### src/rtl/fetch_queue_pkg.sv
// Shared CPU fetch definitions: instruction width, NOP encoding, default reset PC.
// Also holds the queue entry layout and the PC word-alignment helper.
// No logic; imported by the fetch queue, its FIFO and its interface.
package fetch_queue_pkg;

  localparam int INST_W = 32;
  localparam logic [INST_W-1:0] NOP_INST = 32'h0000_0000;
  localparam logic [31:0] DEFAULT_RESET_PC = 32'h0000_0000;

  // One queued fetch: the returned word and the address it was fetched from.
  typedef struct packed {
    logic [INST_W-1:0] inst;
    logic [31:0]       pc;
  } fq_entry_t;

  // Force a fetch address onto a word boundary.
  function automatic logic [31:0] align_pc(input logic [31:0] pc);
    return {pc[31:2], 2'b00};
  endfunction

endpackage

### src/rtl/fetch_queue_if.sv
// Fetch queue bus: redirect, instruction-memory request/response, IF/ID head.
// master = fetch queue side, slave = core/memory environment side.
// Occupancy width tracks DEPTH so it can represent a completely full queue.
interface fetch_queue_if import fetch_queue_pkg::*; #(
  parameter int DEPTH = 4
);
  localparam int OCC_W = $clog2(DEPTH + 1);

  logic              redirect;
  logic [31:0]       redirect_pc;
  logic              imem_req;
  logic [31:0]       imem_addr;
  logic              imem_valid;
  logic [INST_W-1:0] imem_rdata;
  logic              inst_valid;
  logic [INST_W-1:0] inst;
  logic [31:0]       inst_pc;
  logic              id_stall;
  logic [OCC_W-1:0]  occupancy;

  modport master (
    input  redirect, redirect_pc, imem_valid, imem_rdata, id_stall,
    output imem_req, imem_addr, inst_valid, inst, inst_pc, occupancy
  );

  modport slave (
    output redirect, redirect_pc, imem_valid, imem_rdata, id_stall,
    input  imem_req, imem_addr, inst_valid, inst, inst_pc, occupancy
  );

endinterface

### src/rtl/fq_fifo.sv
// Circular buffer of fetch entries with head/tail pointers and a count.
// Latency: a push is visible at the head the cycle after it is written.
// Backpressure: push is dropped when full unless a pop frees a slot that cycle.
module fq_fifo import fetch_queue_pkg::*; #(
  parameter int          DEPTH    = 4,
  parameter logic [31:0] RESET_PC = DEFAULT_RESET_PC,
  localparam int         PTR_W    = $clog2(DEPTH),
  localparam int         CNT_W    = $clog2(DEPTH + 1)
) (
  input  logic             clk,
  input  logic             rst_n,
  input  logic             flush_i,
  input  logic             push_i,
  input  fq_entry_t        push_dat_i,
  input  logic             pop_i,
  output logic             head_vld_o,
  output fq_entry_t        head_dat_o,
  output logic [CNT_W-1:0] count_o
);

  fq_entry_t        mem_q [DEPTH];
  fq_entry_t        last_q;
  logic [PTR_W-1:0] rd_ptr_q, rd_ptr_d;
  logic [PTR_W-1:0] wr_ptr_q, wr_ptr_d;
  logic [CNT_W-1:0] count_q, count_d;
  logic             empty, full, do_push, do_pop;

  assign empty   = (count_q == '0);
  assign full    = (count_q == CNT_W'(DEPTH));
  assign do_pop  = pop_i & ~empty;
  assign do_push = push_i & (~full | do_pop);

  // While empty, keep presenting whatever was last shown so IF/ID sees no glitch.
  assign head_vld_o = ~empty;
  assign head_dat_o = empty ? last_q : mem_q[rd_ptr_q];
  assign count_o    = count_q;

  // Pointer/count next state; flush wins over any push or pop in the same cycle.
  always_comb begin
    rd_ptr_d = rd_ptr_q;
    wr_ptr_d = wr_ptr_q;
    count_d  = count_q;
    if (flush_i) begin
      rd_ptr_d = '0;
      wr_ptr_d = '0;
      count_d  = '0;
    end else begin
      if (do_push) wr_ptr_d = wr_ptr_q + 1'b1;
      if (do_pop)  rd_ptr_d = rd_ptr_q + 1'b1;
      if (do_push && !do_pop) count_d = count_q + 1'b1;
      if (do_pop && !do_push) count_d = count_q - 1'b1;
    end
  end

  // Control state and the last-shown head value, cleared asynchronously.
  always_ff @(posedge clk or negedge rst_n) begin
    if (!rst_n) begin
      rd_ptr_q <= '0;
      wr_ptr_q <= '0;
      count_q  <= '0;
      last_q   <= '{inst: NOP_INST, pc: RESET_PC};
    end else begin
      rd_ptr_q <= rd_ptr_d;
      wr_ptr_q <= wr_ptr_d;
      count_q  <= count_d;
      last_q   <= head_dat_o;
    end
  end

  // Entry storage; contents are only read once the count says they are valid.
  always_ff @(posedge clk) begin
    if (do_push && !flush_i) mem_q[wr_ptr_q] <= push_dat_i;
  end

endmodule

### src/rtl/fetch_queue.sv
// Instruction fetch queue between instruction memory and the IF/ID register.
// Latency: request at t, response written t+1, head visible t+2.
// Backpressure: id_stall holds the head; requests stop once held + in-flight reach DEPTH.
module fetch_queue import fetch_queue_pkg::*; #(
  parameter int          DEPTH    = 4,
  parameter logic [31:0] RESET_PC = DEFAULT_RESET_PC
) (
  input logic            clk,
  input logic            reset,
  fetch_queue_if.master  bus
);

  localparam int OCC_W = $clog2(DEPTH + 1);

  logic [31:0]      fetch_pc_q, fetch_pc_d;
  logic [31:0]      req_pc_q;
  logic             pending_q;
  logic             squash_q;
  logic [OCC_W-1:0] count;
  logic [OCC_W:0]   committed;
  logic             req, push, pop, head_vld;
  fq_entry_t        head;
  fq_entry_t        push_dat;

  // Slots already spoken for: held entries plus last cycle's request still in flight.
  assign committed = {1'b0, count} + {{OCC_W{1'b0}}, pending_q};
  assign req       = reset & ~bus.redirect & (committed < (OCC_W + 1)'(DEPTH));

  // A response is dropped if it belongs to a request made before a redirect.
  assign push     = bus.imem_valid & ~squash_q;
  assign push_dat = '{inst: bus.imem_rdata, pc: req_pc_q};
  assign pop      = head_vld & ~bus.id_stall;

  // Next fetch address: redirect target (word aligned) or sequential advance.
  always_comb begin
    fetch_pc_d = fetch_pc_q;
    if (bus.redirect) fetch_pc_d = align_pc(bus.redirect_pc);
    else if (req)     fetch_pc_d = fetch_pc_q + 32'd4;
  end

  // Fetch PC, in-flight tracking and squash window.
  always_ff @(posedge clk or negedge reset) begin
    if (!reset) begin
      fetch_pc_q <= RESET_PC;
      req_pc_q   <= RESET_PC;
      pending_q  <= 1'b0;
      squash_q   <= 1'b0;
    end else begin
      fetch_pc_q <= fetch_pc_d;
      pending_q  <= req;
      squash_q   <= bus.redirect;
      if (req) req_pc_q <= fetch_pc_q;
    end
  end

  fq_fifo #(
    .DEPTH    (DEPTH),
    .RESET_PC (RESET_PC)
  ) u_fifo (
    .clk        (clk),
    .rst_n      (reset),
    .flush_i    (bus.redirect),
    .push_i     (push),
    .push_dat_i (push_dat),
    .pop_i      (pop),
    .head_vld_o (head_vld),
    .head_dat_o (head),
    .count_o    (count)
  );

  assign bus.imem_req   = req;
  assign bus.imem_addr  = fetch_pc_q;
  assign bus.inst_valid = head_vld;
  assign bus.inst       = head.inst;
  assign bus.inst_pc    = head.pc;
  assign bus.occupancy  = count;

endmodule
### src/flat_wrapper.sv
// flat-port wrapper written by rule: the top's interface ports become plain ports
module fetch_queue_flat import fetch_queue_pkg::*;
#(
  parameter int          DEPTH    = 4,
  parameter logic [31:0] RESET_PC = DEFAULT_RESET_PC
)
  (clk, reset, bus_redirect, bus_redirect_pc, bus_imem_valid, bus_imem_rdata, bus_id_stall, bus_imem_req, bus_imem_addr, bus_inst_valid, bus_inst, bus_inst_pc, bus_occupancy);
  fetch_queue_if #(.DEPTH(DEPTH)) bus_i ();
  input logic clk;
  input logic reset;
  input wire logic [$bits(bus_i.redirect)-1:0] bus_redirect;
  input wire logic [$bits(bus_i.redirect_pc)-1:0] bus_redirect_pc;
  input wire logic [$bits(bus_i.imem_valid)-1:0] bus_imem_valid;
  input wire logic [$bits(bus_i.imem_rdata)-1:0] bus_imem_rdata;
  input wire logic [$bits(bus_i.id_stall)-1:0] bus_id_stall;
  output wire logic [$bits(bus_i.imem_req)-1:0] bus_imem_req;
  output wire logic [$bits(bus_i.imem_addr)-1:0] bus_imem_addr;
  output wire logic [$bits(bus_i.inst_valid)-1:0] bus_inst_valid;
  output wire logic [$bits(bus_i.inst)-1:0] bus_inst;
  output wire logic [$bits(bus_i.inst_pc)-1:0] bus_inst_pc;
  output wire logic [$bits(bus_i.occupancy)-1:0] bus_occupancy;
  assign bus_i.redirect = bus_redirect;
  assign bus_i.redirect_pc = bus_redirect_pc;
  assign bus_i.imem_valid = bus_imem_valid;
  assign bus_i.imem_rdata = bus_imem_rdata;
  assign bus_i.id_stall = bus_id_stall;
  assign bus_imem_req = bus_i.imem_req;
  assign bus_imem_addr = bus_i.imem_addr;
  assign bus_inst_valid = bus_i.inst_valid;
  assign bus_inst = bus_i.inst;
  assign bus_inst_pc = bus_i.inst_pc;
  assign bus_occupancy = bus_i.occupancy;
  fetch_queue #(.DEPTH(DEPTH), .RESET_PC(RESET_PC)) u_core (.clk(clk), .reset(reset), .bus(bus_i));
endmodule
### config.mk
export PLATFORM = sky130hd
export DESIGN_NAME = fetch_queue_flat
export DESIGN_NICKNAME = d
export VERILOG_FILES = /design/src/rtl/fetch_queue_pkg.sv /design/src/rtl/fetch_queue_if.sv /design/src/rtl/fq_fifo.sv /design/src/rtl/fetch_queue.sv /design/src/flat_wrapper.sv
export SDC_FILE = /design/constraint.sdc
export NUM_CORES = 1
export LEC_CHECK = 0
export ABC_AREA = 1
export CAP_MARGIN = 20
export CORE_MARGIN = 5
export CORE_UTILIZATION = 40
export CTS_BUF_LIST = sky130_fd_sc_hd__clkbuf_2
export CTS_CLUSTER_SIZE = 28
export DETAILED_ROUTE_END_ITERATION = 6
export RECOVER_POWER = 50
export SYNTH_ARGS = -nofsm -noshare
export SYNTH_HDL_FRONTEND = slang
export SYNTH_SLANG_ARGS = --single-unit
### constraint.sdc
create_clock -name clk -period 4.43 [get_ports clk]
set_input_delay 0.6645 -clock clk [delete_from_list [all_inputs] [get_ports clk]]
set_output_delay 0.6645 -clock clk [all_outputs]
set_load 0.01 [all_outputs]
==> impl_metrics.yaml, run 1 <==
routing:
  drt.antenna.violating_nets: 0
  post_drt_wl_per_cell_um: 16.99
  via_count: 10810
  wl_um: 37820
  drc: 0
  drt_iter0_drc: 556
  routed_via_density: 4.855
  firstDrtPassIters: 6
global_routing:
  grt_pass1_vias: 10870
  antenna_found_initial: 4
  grt_start_max_net_pins: 71
  grt.total_usage_pct: 17.98
  grt-ovfl-total: 0
  grt_pass1_wl_um: 59430
timing:
  fin_crit_ns: 4.082
  skew_ns: 0.06613
  fmax_ghz: 0.2450
  tightest_slew_ns: 1.831
  timing.hold.ws_ns: 0.2778
  slew_viol_final: 224
  maxSlewHeadroom_pct: -22.06
  grt_setup_unrepaired: "false"
  setup_viol: 0
  min_period_over_period_pct: 92.15
  fin_tns_setup_ns: 0
  finalHoldViolCount: 0
min_path:
  min_from: "bus_redirect_pc[15]"
  hold_depth: 3
  hold_class: "in -> reg"
clock_tree:
  cts_tree: "built"
  clk_root_buffer_cell: "clkbuf_2"
  clkSinkCount: 381
  cts_buffer_depth: 3
  insertion_delay_ns: 0.98
  cts_buffers: 99
  cts.clk_slew.worst_paths_ns: 0.10
  post-cts-setup-buffers: 0
  htreeDepth: 3
place:
  place.port_buffers: 165
  routabilityCongestion: 0.8564
  hpwl_um: 22520
power:
  power.leakage_nw: 7.180
  total_power_w: 0.01053
  ir_drop_mv: 0.2111
  power.density_nw_per_um2: 566.0
setup_path:
  crit_fanout: 18
  r2r_cells: 7
  criticalPathCategory: "in -> out"
  worstSetupEndpointType: "output pin"
  start_kind: "input pin"
  r2r_start: "u_core.u_fifo.count_o[2]"
  crit_start: "reset"
  cp_data_required_time_ns: 3.77
  critPathArrivalTime_ns: 3.42
floorplanning:
  die_y_um: 206.3
  ioPinCount: 170
  core_area_um2: 38380
  die_w_um: 206.3
  rows: 72
  die-area_um2: 42570
  start_util_pct: 40.17
yosys:
  synth_edf_count: 248
  synth.avg_cell_area_um2: 10.96
  yosysWarnings: 0
  yosysUniqueCellTypes: 30
  synth_flop_cell: "edfxtp_1"
  synth-seq-area-share_pct: 69.89
  ys_ff_latch: 381
  async_flop_share_pct: 34.91
  syn_area_um2: 15420
  synth_cells: 1407
final_layout:
  drive_above_1_share_pct: 12.44
  nFillCells: 3574
  nNetsFinal: 1699
  area_delta_synth_final_pct: 20.65
status:
  violations: "max-capacitance violations, max-slew violations"
  status: "finished with violations"
run:
  max_cap_viol_count: 4
[worst paths after layout]
kind | end | slack (ns)
worst max-delay path | bus_imem_req | 0.35
worst min-delay path | u_core.bus.imem_addr[15] | 0.28
worst max register to register | u_core.bus.imem_addr[24] | 1.44
worst min register to register | u_core.u_fifo.last_q[1] | 0.49
max in group asynchronous | u_core.u_fifo.count_o[2] | 1.54
min in group asynchronous | u_core.u_fifo.last_q[9] | 0.59
[cells by family after synthesis]
family	after synthesis	synth area share [%]
AO/OA/AOI/OAI	223	7.848
XOR/XNOR	3	0.1705
adder cells (fa/ha/maj)	6	0.5356
buffers and inverters	138	4.025
flip-flops	381	69.89
other	1	0.02432
AND/OR/NAND/NOR	655	17.51
[stage by stage]
step	setup slack, ns	util (%)	instance area, um2	instances
after floorplan	0.2084	-	15420	1408
final	0.3477	48.47	18600	2226
after CTS	0.01308	48.51	18620	2222
after global placement	1.145	45.96	17640	2039
after detailed placement	1.084	45.96	17640	2039
after global routing	0.04877	48.46	18600	2225
[sequential cells by signal (all words and copies together), names as in the netlist, 2 cells and up]
name                    count
u_core.bus.imem_addr       30
u_core.req_pc_q            30
u_core.u_fifo.count_o       3
u_core.u_fifo.last_q       64
u_core.u_fifo.mem_q       248
u_core.u_fifo.rd_ptr_q      2
u_core.u_fifo.wr_ptr_q      2
[where the power goes]
| group | switching (W) | total, W | internal (W) | leakage [nW] |
|---|---|---|---|---|
| combinational | 0.00173 | 0.00311 | 0.00137 | 2.66 |
| clock | 0.00138 | 0.00248 | 0.00110 | 0.738 |
| sequential | 0.000456 | 0.00494 | 0.00448 | 3.78 |
| total | 0.00357 | 0.0105 | 0.00696 | 7.18 |
[cell usage in the layout, fill, tap and decap left out, drive strengths merged, types with 3 or more instances in the layout]
| cell type | instances |
|---|---|
| dlygate4sd3 | 35 |
| diode | 4 |
| ha | 5 |
| clkinv | 20 |
| nand2 | 158 |
| buf | 18 |
| o211ai | 5 |
| edfxtp | 248 |
| inv | 65 |
| nand3b | 3 |
| dfrtp | 133 |
| nand3 | 75 |
| clkdlybuf4s50 | 131 |
| clkbuf | 162 |
| bufinv | 3 |
| a21oi | 5 |
| nand4 | 8 |
| a31oi | 62 |
| o21ai | 150 |
| nor2 | 409 |
[cell usage after synthesis, types with 5 or more instances]
cell type / count / area, um2
nand2_1: 158 / 593.1
nand4_1: 8 / 50.05
o21ai_0: 143 / 715.7
nor2_1: 394 / 1479
buf_4: 9 / 67.56
inv_1: 60 / 225.2
nor2_4: 10 / 112.6
a31oi_1: 62 / 387.9
edfxtp_1: 248 / 7447
o211ai_1: 5 / 37.54
o21ai_1: 7 / 35.03
a21oi_1: 5 / 25.02
ha_1: 5 / 62.56
buf_2: 31 / 155.2
nor2_2: 5 / 31.28
nand3_1: 72 / 360.4
clkbuf_1: 30 / 112.6
dfrtp_1: 133 / 3328
[worst max-delay path: stages]
cell and delay, ns:
dlygate4sd3_1 0.53, clkbuf_1 0.99, nand3_1 0.51, inv_2 0.16, clkdlybuf4s50_1 0.55
[cell type report]
| type | count | area, um2 | share of cell area, % |
|---|---|---|---|
| Sequential cell | 381 | 10780 | 57.96 |
| Multi-Input combinational cell | 889 | 4043 | 21.73 |
| Timing Repair Buffer | 189 | 1918 | 10.31 |
| Clock buffer | 157 | 785.8 | 4.224 |
| Tap cell | 518 | 648.1 | 3.484 |
| Inverter | 64 | 244.0 | 1.312 |
| Clock inverter | 24 | 171.4 | 0.9216 |
| Antenna cell | 4 | 10.01 | 0.05381 |
[per-layer routing]
layer  vias to the layer above  part of all wire [%]  global-route usage, %
li1                       5303                     -                      -
met1                      5131                    44                  23.89
met2                       307                    47                  28.49
met3                        63                   6.8                  5.225
met4                         4                   1.8                  6.107
met5                         -                 0.069                      0
[repair_timing]
item / in CTS / in global routing
hold endpoints to repair: 17 / 0
hold buffers: 2 / 0
resized for setup: 0 / 5
setup endpoints to repair: 0 / 31
(Power assumes the default switching activity.)
==> run 2: changes to the inputs <==
--- a/config.mk
+++ b/config.mk
@@ -6,6 +6,7 @@
 export NUM_CORES = 1
 export LEC_CHECK = 0
 export ABC_AREA = 1
+export ABC_CLOCK_PERIOD_IN_PS = 3900
 export CAP_MARGIN = 20
 export CORE_MARGIN = 5
 export CORE_UTILIZATION = 40
@@ -13,6 +14,7 @@
 export CTS_CLUSTER_SIZE = 28
 export DETAILED_ROUTE_END_ITERATION = 6
 export RECOVER_POWER = 50
+export SLEW_MARGIN = 0
 export SYNTH_ARGS = -nofsm -noshare
 export SYNTH_HDL_FRONTEND = slang
 export SYNTH_SLANG_ARGS = --single-unit
==> constraint.sdc (replaced) <==
create_clock -name clk -period 3.9 [get_ports clk]
set_input_delay 0.585 -clock clk [delete_from_list [all_inputs] [get_ports clk]]
set_output_delay 0.585 -clock clk [all_outputs]
set_load 0.01 [all_outputs]
==> impl_metrics.yaml, run 2 (synthesis results as in run 1) <==
status:
  status: "finished with violations"
  violations: "max-capacitance violations, max-slew violations"
timing:
  finalHoldViolCount: 0
  fin_crit_ns: 3.679
  min_period_over_period_pct: 94.34
  timing.hold.ws_ns: 0.1451
  fin_tns_setup_ns: 0
  setup_viol: 0
  skew_ns: 0.07862
  fmax_ghz: 0.2718
  maxSlewHeadroom_pct: -57.97
  slew_viol_final: 135
  tightest_slew_ns: 2.370
  grt_setup_unrepaired: "true"
setup_path:
  critPathArrivalTime_ns: 3.09
  slowest_delay_ns: 0.61
  worstSetupEndpointType: "output pin"
  crit_fanout: 48
  start_kind: "flip-flop"
  criticalPathCategory: "reg -> out"
  crit_buf_inv: 3
  critPathTopFamily: "buffers and inverters"
  cp_cell_sequence: "clkinv_4 -> buf_12 -> o21ai_0 -> a31oi_1 -> clkdlybuf4s50_1"
  cp_data_required_time_ns: 3.31
  crit_slowest_cell: "clkdlybuf4s50_1"
clock_tree:
  cts.clk_slew.worst_paths_ns: 0.10
  cts_tree: "built"
  cts_buffers: 100
  insertion_delay_ns: 0.96
  htreeDepth: 3
  clkSinkCount: 381
  clk_root_buffer_cell: "clkbuf_2"
  cts_buffer_depth: 3
routing:
  drc: 0
  post_drt_wl_per_cell_um: 17.14
  firstDrtPassIters: 5
  wl_um: 38190
  via_count: 10950
  routed_via_density: 4.913
  drt_iter0_drc: 593
  drt.antenna.violating_nets: 0
final_layout:
  layout_commonest_cell: "nor2_1"
  area_delta_synth_final_pct: 20.86
  drive_above_1_share_pct: 12.47
  regArea_um2: 10780
  multi_input_area_um2: 4060
  nNetsFinal: 1697
  fin_util_pct: 48.56
  nFillCells: 3629
  final_cell_mix: "nor2_1 (389), edfxtp_1 (248), clkbuf_2 (161), nand2_1 (157), o21ai_0 (143)"
  top_register: "u_core.u_fifo.mem_q"
  final_cells: 2228
  largest_reg_flops: 248
  top_regs: "u_core.u_fifo.mem_q x248, u_core.u_fifo.last_q x64"
place:
  hpwl_um: 21450
  dp_cells: 2036
  routabilityCongestion: 0.8329
  place.port_buffers: 165
global_routing:
  grt_pass1_vias: 11050
  grt_pass1_wl_um: 60000
  grt-ovfl-total: 0
  antenna_found_initial: 3
  grt_start_max_net_pins: 67
  grt.total_usage_pct: 18.13
floorplanning:
  ioPinCount: 170
  die-area_um2: 42570
  die_w_um: 206.3
  core_area_um2: 38380
  rows: 72
  die_y_um: 206.3
  start_util_pct: 40.17
power:
  ir_drop_mv: 0.2609
  power.density_nw_per_um2: 642.2
  total_power_w: 0.01197
  power.leakage_nw: 7.184
run:
  max_cap_viol_count: 3
min_path:
  hold_class: "in -> async"
run 2: changes by cell type in the layout (fill, tap and decap cells not counted), moves of 3 or more:
cell,change
clkinv_1,+6
o21ai_0,-5
o21ai_1,+5
buf_4,-3
run 2: path summary, 6_finish.rpt:
kind                                                 from                       end  slack, ns  cells past startpoint
worst max-delay path            u_core.u_fifo.rd_ptr_q[0]              bus_inst[18]       0.22                      5
max in group asynchronous                           reset        u_core.req_pc_q[5]       1.11                      3
worst min register to register    u_core.u_fifo.last_q[1]   u_core.u_fifo.last_q[1]       0.49                      2
min in group clk                      bus_redirect_pc[15]  u_core.bus.imem_addr[15]       0.19                      3
worst max register to register   u_core.u_fifo.count_o[0]  u_core.bus.imem_addr[24]       1.11                      7
worst min-delay path                                reset  u_core.u_fifo.last_q[15]       0.15                      2
run 2: final cells by class:
cell class,instances,share of cell area [%]
multi-input cells,889,21.79
clock buffers,160,4.297
repair buffers,186,10.49
diodes,2,0.02686
well taps,518,3.478
clock inverters,28,0.7319
flip-flops and latches,381,57.85
inverters,64,1.329
run 2: worst reg2reg max path: stages, from the launching register on:
cell	delay (ns)
dfrtp_1	0.48
nand3_1	0.17
nand3_4	0.13
inv_2	0.10
clkbuf_1	1.27
nand2_1	0.22
or2_1	0.30
nand2_1	0.06
run 2: timing repair:
item | in CTS | in global routing
gates cloned | 1 | 0
setup buffers | 0 | 0
hold endpoints to repair | 39 | 0
hold buffers | 1 | 0
setup endpoints to repair | 39 | 26
resized for setup | 4 | 2
run 2: per-layer routing:
| metal | vias up | wire, um | GRT usage (%) |
|---|---|---|---|
| li1 | 5315 | - | - |
| met1 | 5248 | 17190 | 23.72 |
| met2 | 323 | 17780 | 29.23 |
| met3 | 58 | 2598 | 5.257 |
| met4 | 2 | 609 | 5.917 |
| met5 | - | 11 | 0 |
run 2: metrics by stage:
step,setup WS [ns],cell area (um2)
after floorplan,-0.2421,15420
after global placement,0.6901,17640
after detailed placement,0.6430,17640
after CTS,0.01140,18640
after global routing,-0.005024,18630
final,0.2206,18630
run 2: power by group:
part	total, W	internal (W)	switching [W]
combinational	0.00365	0.00161	0.00204
clock	0.00274	0.00115	0.00160
sequential	0.00557	0.00509	0.000480
total	0.0120	0.00785	0.00412
